### config.mk
export PLATFORM = sky130hd
export DESIGN_NAME = countdown_mmss_flat
export DESIGN_NICKNAME = d
export VERILOG_FILES = /design/src/rtl/countdown_pkg.sv /design/src/rtl/countdown_mmss_if.sv /design/src/rtl/bcd_down_digit.sv /design/src/rtl/countdown_mmss.sv /design/src/flat_wrapper.sv
export SDC_FILE = /design/constraint.sdc
export NUM_CORES = 1
export LEC_CHECK = 0
export ABC_AREA = 0
export CAP_MARGIN = 5
export CORE_MARGIN = 10
export CORE_UTILIZATION = 25
export DETAILED_ROUTE_END_ITERATION = 6
export PLACE_DENSITY = 0.53
export SYNTH_ARGS = -nofsm -noshare
export SYNTH_HDL_FRONTEND = slang
export SYNTH_HIERARCHICAL = 1
export SYNTH_SLANG_ARGS = --single-unit
export TNS_END_PERCENT = 100
### constraint.sdc
create_clock -name fastclock -period 2 [get_ports fastclock]
set_clock_uncertainty 0.2 [all_clocks]
set_input_delay 0.2 -clock fastclock [delete_from_list [all_inputs] [get_ports fastclock]]
set_output_delay 0.2 -clock fastclock [all_outputs]
set_load 0.005 [all_outputs]
### src/rtl/countdown_pkg.sv
// Shared types and helpers for the MM:SS countdown timer.
package countdown_pkg;

  localparam int unsigned DIGIT_W = 4;
  localparam logic [DIGIT_W-1:0] DIGIT_MAX = 4'd9;

  typedef enum logic [1:0] {
    ST_IDLE  = 2'd0,
    ST_RUN   = 2'd1,
    ST_PAUSE = 2'd2,
    ST_DONE  = 2'd3
  } state_e;

  // Limit a loaded digit to its legal range (never above 9).
  function automatic logic [DIGIT_W-1:0] clamp_digit(input logic [DIGIT_W-1:0] d,
                                                     input logic [DIGIT_W-1:0] lim);
    logic [DIGIT_W-1:0] cap;
    cap = (lim > DIGIT_MAX) ? DIGIT_MAX : lim;
    return (d > cap) ? cap : d;
  endfunction

endpackage

### src/rtl/countdown_mmss_if.sv
// Control/load/display bundle for countdown_mmss. `blank` exists only with COUNTDOWN_BLINK_EN.
interface countdown_mmss_if;
  import countdown_pkg::*;

  logic               tick;
  logic               load;
  logic               start;
  logic               pause;
  logic [7:0]         load_min;
  logic [7:0]         load_sec;
  logic [DIGIT_W-1:0] sec_ones;
  logic [DIGIT_W-1:0] sec_tens;
  logic [DIGIT_W-1:0] min_ones;
  logic [DIGIT_W-1:0] min_tens;
  logic               running;
  logic               done;
  logic               alarm;
`ifdef COUNTDOWN_BLINK_EN
  logic               blank;
`endif

  modport master (
    output tick, load, start, pause, load_min, load_sec,
    input  sec_ones, sec_tens, min_ones, min_tens, running, done, alarm
`ifdef COUNTDOWN_BLINK_EN
    , input blank
`endif
  );

  modport slave (
    input  tick, load, start, pause, load_min, load_sec,
    output sec_ones, sec_tens, min_ones, min_tens, running, done, alarm
`ifdef COUNTDOWN_BLINK_EN
    , output blank
`endif
  );

endinterface

### src/rtl/bcd_down_digit.sv
// One BCD down-counting digit: load has priority, wraps 0 -> MAX when enabled.
module bcd_down_digit
  import countdown_pkg::*;
#(
  parameter logic [DIGIT_W-1:0] MAX = DIGIT_MAX
) (
  input  logic               fastclock,
  input  logic               resetn,
  input  logic               en,
  input  logic               ld,
  input  logic [DIGIT_W-1:0] ld_val,
  output logic [DIGIT_W-1:0] q,
  output logic               zero
);

  always_ff @(posedge fastclock or negedge resetn) begin
    if (!resetn) begin
      q <= '0;
    end else if (ld) begin
      q <= ld_val;
    end else if (en) begin
      q <= (q == '0) ? MAX : q - DIGIT_W'(1);
    end
  end

  assign zero = (q == '0);

endmodule

### src/rtl/countdown_mmss.sv
// MM:SS countdown timer core with load/start/pause FSM, sticky done and alarm pulse.
// Optional flashing-display support via COUNTDOWN_BLINK_EN (adds bus.blank).
module countdown_mmss
  import countdown_pkg::*;
#(
  parameter logic [DIGIT_W-1:0] SEC_TENS_MAX = 4'd5,
  parameter logic [DIGIT_W-1:0] MIN_TENS_MAX = 4'd9
) (
  input  logic                fastclock,
  input  logic                resetn,
  countdown_mmss_if.slave     bus
);

  state_e state_q, state_d;
  logic   running_q, done_q, alarm_q;
  logic   dec_en;
  logic   count_zero, count_one;
  logic [3:0] en;
  logic [3:0] zero;

  // Borrow chain: a digit steps only when every lower digit is wrapping from 0.
  assign dec_en = (state_q == ST_RUN) && bus.tick && !bus.load;
  assign en[0]  = dec_en;
  assign en[1]  = en[0] & zero[0];
  assign en[2]  = en[1] & zero[1];
  assign en[3]  = en[2] & zero[2];

  assign count_zero = &zero;
  assign count_one  = zero[3] & zero[2] & zero[1] & (bus.sec_ones == DIGIT_W'(1));

  bcd_down_digit #(.MAX(DIGIT_MAX)) u_sec_ones (
    .fastclock(fastclock), .resetn(resetn), .en(en[0]), .ld(bus.load),
    .ld_val(clamp_digit(bus.load_sec[3:0], DIGIT_MAX)),
    .q(bus.sec_ones), .zero(zero[0])
  );

  bcd_down_digit #(.MAX(SEC_TENS_MAX)) u_sec_tens (
    .fastclock(fastclock), .resetn(resetn), .en(en[1]), .ld(bus.load),
    .ld_val(clamp_digit(bus.load_sec[7:4], SEC_TENS_MAX)),
    .q(bus.sec_tens), .zero(zero[1])
  );

  bcd_down_digit #(.MAX(DIGIT_MAX)) u_min_ones (
    .fastclock(fastclock), .resetn(resetn), .en(en[2]), .ld(bus.load),
    .ld_val(clamp_digit(bus.load_min[3:0], DIGIT_MAX)),
    .q(bus.min_ones), .zero(zero[2])
  );

  bcd_down_digit #(.MAX(MIN_TENS_MAX)) u_min_tens (
    .fastclock(fastclock), .resetn(resetn), .en(en[3]), .ld(bus.load),
    .ld_val(clamp_digit(bus.load_min[7:4], MIN_TENS_MAX)),
    .q(bus.min_tens), .zero(zero[3])
  );

  always_ff @(posedge fastclock or negedge resetn) begin
    if (!resetn) begin
      state_q <= ST_IDLE;
    end else begin
      state_q <= state_d;
    end
  end

  // Next state: load beats start/pause, which beat tick; reaching 00:00 beats pause.
  always_comb begin
    state_d = state_q;
    if (bus.load) begin
      state_d = ST_IDLE;
    end else begin
      unique case (state_q)
        ST_IDLE:  if (bus.start && !count_zero) state_d = ST_RUN;
        ST_RUN: begin
          if (bus.tick && count_one) state_d = ST_DONE;
          else if (bus.pause)        state_d = ST_PAUSE;
        end
        ST_PAUSE: if (bus.start) state_d = ST_RUN;
        ST_DONE:  state_d = ST_DONE;
        default:  state_d = ST_IDLE;
      endcase
    end
  end

  always_ff @(posedge fastclock or negedge resetn) begin
    if (!resetn) begin
      running_q <= 1'b0;
      done_q    <= 1'b0;
      alarm_q   <= 1'b0;
    end else begin
      running_q <= (state_d == ST_RUN);
      done_q    <= (state_d == ST_DONE);
      alarm_q   <= (state_q == ST_RUN) && (state_d == ST_DONE);
    end
  end

  assign bus.running = running_q;
  assign bus.done    = done_q;
  assign bus.alarm   = alarm_q;

`ifdef COUNTDOWN_BLINK_EN
  logic blank_q, blank_d;

  // Flash only while frozen (PAUSE/DONE); any move to IDLE/RUN shows the digits.
  always_comb begin
    blank_d = blank_q;
    if (state_d == ST_IDLE || state_d == ST_RUN) begin
      blank_d = 1'b0;
    end else if (bus.tick && (state_q == ST_PAUSE || state_q == ST_DONE)) begin
      blank_d = !blank_q;
    end
  end

  always_ff @(posedge fastclock or negedge resetn) begin
    if (!resetn) begin
      blank_q <= 1'b0;
    end else begin
      blank_q <= blank_d;
    end
  end

  assign bus.blank = blank_q;
`endif

endmodule

### src/flat_wrapper.sv
// flat-port wrapper written by rule: the top's interface ports become plain ports
module countdown_mmss_flat import countdown_pkg::*;
#(
  parameter logic [DIGIT_W-1:0] SEC_TENS_MAX = 4'd5,
  parameter logic [DIGIT_W-1:0] MIN_TENS_MAX = 4'd9
)
  (fastclock, resetn, bus_tick, bus_load, bus_start, bus_pause, bus_load_min, bus_load_sec, bus_sec_ones, bus_sec_tens, bus_min_ones, bus_min_tens, bus_running, bus_done, bus_alarm);
  countdown_mmss_if bus_i ();
  input  logic fastclock;
  input  logic resetn;
  input wire logic [$bits(bus_i.tick)-1:0] bus_tick;
  input wire logic [$bits(bus_i.load)-1:0] bus_load;
  input wire logic [$bits(bus_i.start)-1:0] bus_start;
  input wire logic [$bits(bus_i.pause)-1:0] bus_pause;
  input wire logic [$bits(bus_i.load_min)-1:0] bus_load_min;
  input wire logic [$bits(bus_i.load_sec)-1:0] bus_load_sec;
  output wire logic [$bits(bus_i.sec_ones)-1:0] bus_sec_ones;
  output wire logic [$bits(bus_i.sec_tens)-1:0] bus_sec_tens;
  output wire logic [$bits(bus_i.min_ones)-1:0] bus_min_ones;
  output wire logic [$bits(bus_i.min_tens)-1:0] bus_min_tens;
  output wire logic [$bits(bus_i.running)-1:0] bus_running;
  output wire logic [$bits(bus_i.done)-1:0] bus_done;
  output wire logic [$bits(bus_i.alarm)-1:0] bus_alarm;
  assign bus_i.tick = bus_tick;
  assign bus_i.load = bus_load;
  assign bus_i.start = bus_start;
  assign bus_i.pause = bus_pause;
  assign bus_i.load_min = bus_load_min;
  assign bus_i.load_sec = bus_load_sec;
  assign bus_sec_ones = bus_i.sec_ones;
  assign bus_sec_tens = bus_i.sec_tens;
  assign bus_min_ones = bus_i.min_ones;
  assign bus_min_tens = bus_i.min_tens;
  assign bus_running = bus_i.running;
  assign bus_done = bus_i.done;
  assign bus_alarm = bus_i.alarm;
  countdown_mmss #(.SEC_TENS_MAX(SEC_TENS_MAX), .MIN_TENS_MAX(MIN_TENS_MAX)) u_core (.fastclock(fastclock), .resetn(resetn), .bus(bus_i));
endmodule
==> out/metrics.yaml <==
status:
  outcome: "finished, final reports clean"
critical_path:
  reg2reg_depth: 7
  crit_required_ns: 1.94
  slowest_delay_ns: 0.39
  endpoint_kind: "register"
  arrival_ns: 1.91
  path_cells: "nor4_2 > buf_4 > and3_4 > and2_4 > nor3b_4 > mux2i_1 > o21ai_1"
  crit_path_start_kind: "register"
  crit_type: "register to register"
  critPathMaxFanout: 3
  crit_start: "u_core/u_sec_tens/q[0]"
  cpMaxStageDelayCell: "dfrtp_1"
  reg2reg_from: "u_core/u_sec_tens/q[0]"
  r2r_end: "u_core/u_min_tens/q[2]"
  r2r_slack_ns: 0.03
  endpoint: "u_core/u_min_tens/q[2]"
pwr:
  max-vdd-ir-drop_mv: 0.211
  power_leakage_nw: 0.772
  finalPower_mw: 1.08
  powerDensity_nw_per_um2: 544
timing:
  setup_viol: 0
  period_share_pct: 98.6
  period_needed_ns: 1.97
  whs_ns: 0.0831
  hold_violations: 0
  clock.fmax_mhz: 507
  rsz0062_at_grt: "yes"
  final-max-slew-violation-count: 0
placement:
  place_congestion: 0.834
  io_buffer_count: 40
  placement.cell_area_um2: 1900
  dp_cells: 259
  dp_hpwl_um: 2840
grt:
  grt_overflow: 0
  grt_pass1_wl_um: 5820
  first_global_vias: 1206
  grt_antenna_before_repair: 0
  grt_max_degree: 36
  grt_usage_pct: 8.31
synth:
  netlist_instances: 134
  synth_ff_type: "dfrtp_1"
  synth_area_um2: 1270
  synth_cell_type_count: 31
  synth_top_family_by_area: "simple AND/OR/NAND/NOR gates"
  synth_nets: 156
  synth_compound_area_share_pct: 15.9
  synth_xor_area_share_pct: 5.53
  synth-seq-cells: 21
  synth_mux_area_share_pct: 2.37
  synth-seq-area-share_pct: 41.5
  async_flop_share_pct: 100
  avgSynthCellArea_um2: 9.46
  synth_edf_count: 0
  synth_adder_area_share_pct: 0
  synthSimpleGateAreaFrac_pct: 32.7
  yosys_warnings: 6
die:
  die_width_um: 91.2
  start_util_pct: 26.3
  fp.dieH_um: 91.2
  core_area_um2: 4820
  die_area_um2: 8320
  rows: 25
  ioPinCount: 41
worst_hold_path:
  worstHoldPathType: "input port to asynchronous set/reset pin"
cells_and_area:
  nNetsFinal: 219
  final_area_um2: 1980
  insertedDiodeCount: 0
  area_delta_synth_final_pct: 56.6
  fin_cells: 263
  layout-drive-gt1-share_pct: 21.9
  final_cell_mix: "clkdlybuf4s50_1 (40), buf_4 (21), dfrtp_1 (21)"
  final_common_cell: "clkdlybuf4s50_1"
clock_network:
  cts_tree: "built"
  path_clk_slew_ns: 0.08
  ctsLongestPathBuffers: 2
  cts_setup_buffers: 0
  root_buffer: "clkbuf_8"
  postCtsHoldBufs: 0
  numCtsBuffers: 3
  cts_htree_levels: 1
  clock_latency_ns: 0.26
  clock_sinks: 21
route:
  firstDrtPassIters: 4
  drtIter0Drc: 22
  ant_nets: 0
  vias: 1168
  wl_per_cell_um: 13.2
  viasPerCell: 4.44
  drc: 0
  drt_wl_total_um: 3480
job:
  maxCapViolations: 0
## cell families after synthesis
family	Yosys count
XOR/XNOR	8
AO/OA/AOI/OAI	35
AND/OR/NAND/NOR	60
flip-flops	21
other	1
buffers and inverters	6
multiplexers	3
## state kept, by name (all words and copies together) (netlist names)
register	flops
u_core/u_sec_ones/q	4
u_core/bus.alarm	1
u_core/u_min_ones/q	4
u_core/u_min_tens/q	4
u_core/bus.done	1
u_core/state_q	2
u_core/bus.running	1
u_core/u_sec_tens/q	4
## power breakdown
group          switching [mW]  leakage [nW]  internal, mW
Clock                   0.133        0.0228         0.142
Sequential             0.0345         0.260         0.459
Combinational           0.126         0.489         0.184
Total                   0.293         0.772         0.785
## through the flow
stage                     setup WS, ns  utilization (%)  TNS [ns]
after global routing           -0.0713             41.2    -0.120
after global placement         -0.0790             39.4    -0.228
after detailed placement        -0.150             39.4    -0.359
after CTS                      0.00845             40.9         0
final                           0.0272             41.2         0
after floorplan                0.00317                -         0
## area by class of cell
type / instances / area, um2
clock buffers: 4 / 45.0
fillers: 490 / 2830
inverters: 3 / 11.3
multi-input cells: 107 / 761
flip-flops and latches: 21 / 526
well taps: 67 / 83.8
repair buffers: 61 / 558
## cells in the mapped netlist (2+ instances only)
cell	instances	area share, %
a21oi_1	10	3.9
clkbuf_1	3	0.89
nor3b_1	2	1.2
nand2_1	12	3.6
mux2i_1	3	2.4
o21ai_1	4	1.6
and2b_2	3	2.1
nor2_1	3	0.89
o21ai_0	15	5.9
dfrtp_1	21	41
nor4_1	4	2.0
xnor2_1	8	5.5
nand2b_1	8	3.9
nor2b_1	10	4.9
and3_1	2	0.99
a211o_1	2	1.4
nor3b_2	4	3.9
and2_1	2	0.99
nor4b_2	4	4.7
inv_1	3	0.89
## routing by layer
layer | track usage (%) | share of wire (%) | vias up
met5 | 0 | 0 | -
li1 | - | - | 595
met2 | 15.1 | 49 | 33
met4 | 1.17 | 0.20 | 0
met3 | 2.55 | 5.0 | 2
met1 | 9.49 | 46 | 538
## worst max-delay path, delay by kind of cell, from the launching register on
| family | cells | cell delay (ns) |
|---|---|---|
| AO/OA/AOI/OAI | 1 | 0.09 |
| buffers and inverters | 1 | 0.16 |
| flip-flops | 1 | 0.39 |
| multiplexers | 1 | 0.21 |
| AND/OR/NAND/NOR | 4 | 0.82 |
## what timing repair did
| item | in CTS | in global routing |
|---|---|---|
| endpoints found under the setup margin | 1 | 4 |
| pin swaps | 1 | 3 |
| gates resized for setup | 5 | 3 |
## worst min path at each step
stage | startpoint | end | cells after the start
final | resetn | u_core/u_sec_tens/q[3] | 2
after floorplan | resetn | u_core/bus.alarm | 0
after global routing | resetn | u_core/u_sec_tens/q[3] | 2
after global placement | resetn | u_core/u_sec_ones/q[0] | 2
after CTS | resetn | u_core/u_sec_ones/q[1] | 2
after detailed placement | resetn | u_core/bus.alarm | 2
Power figures use the tool's default switching activity.
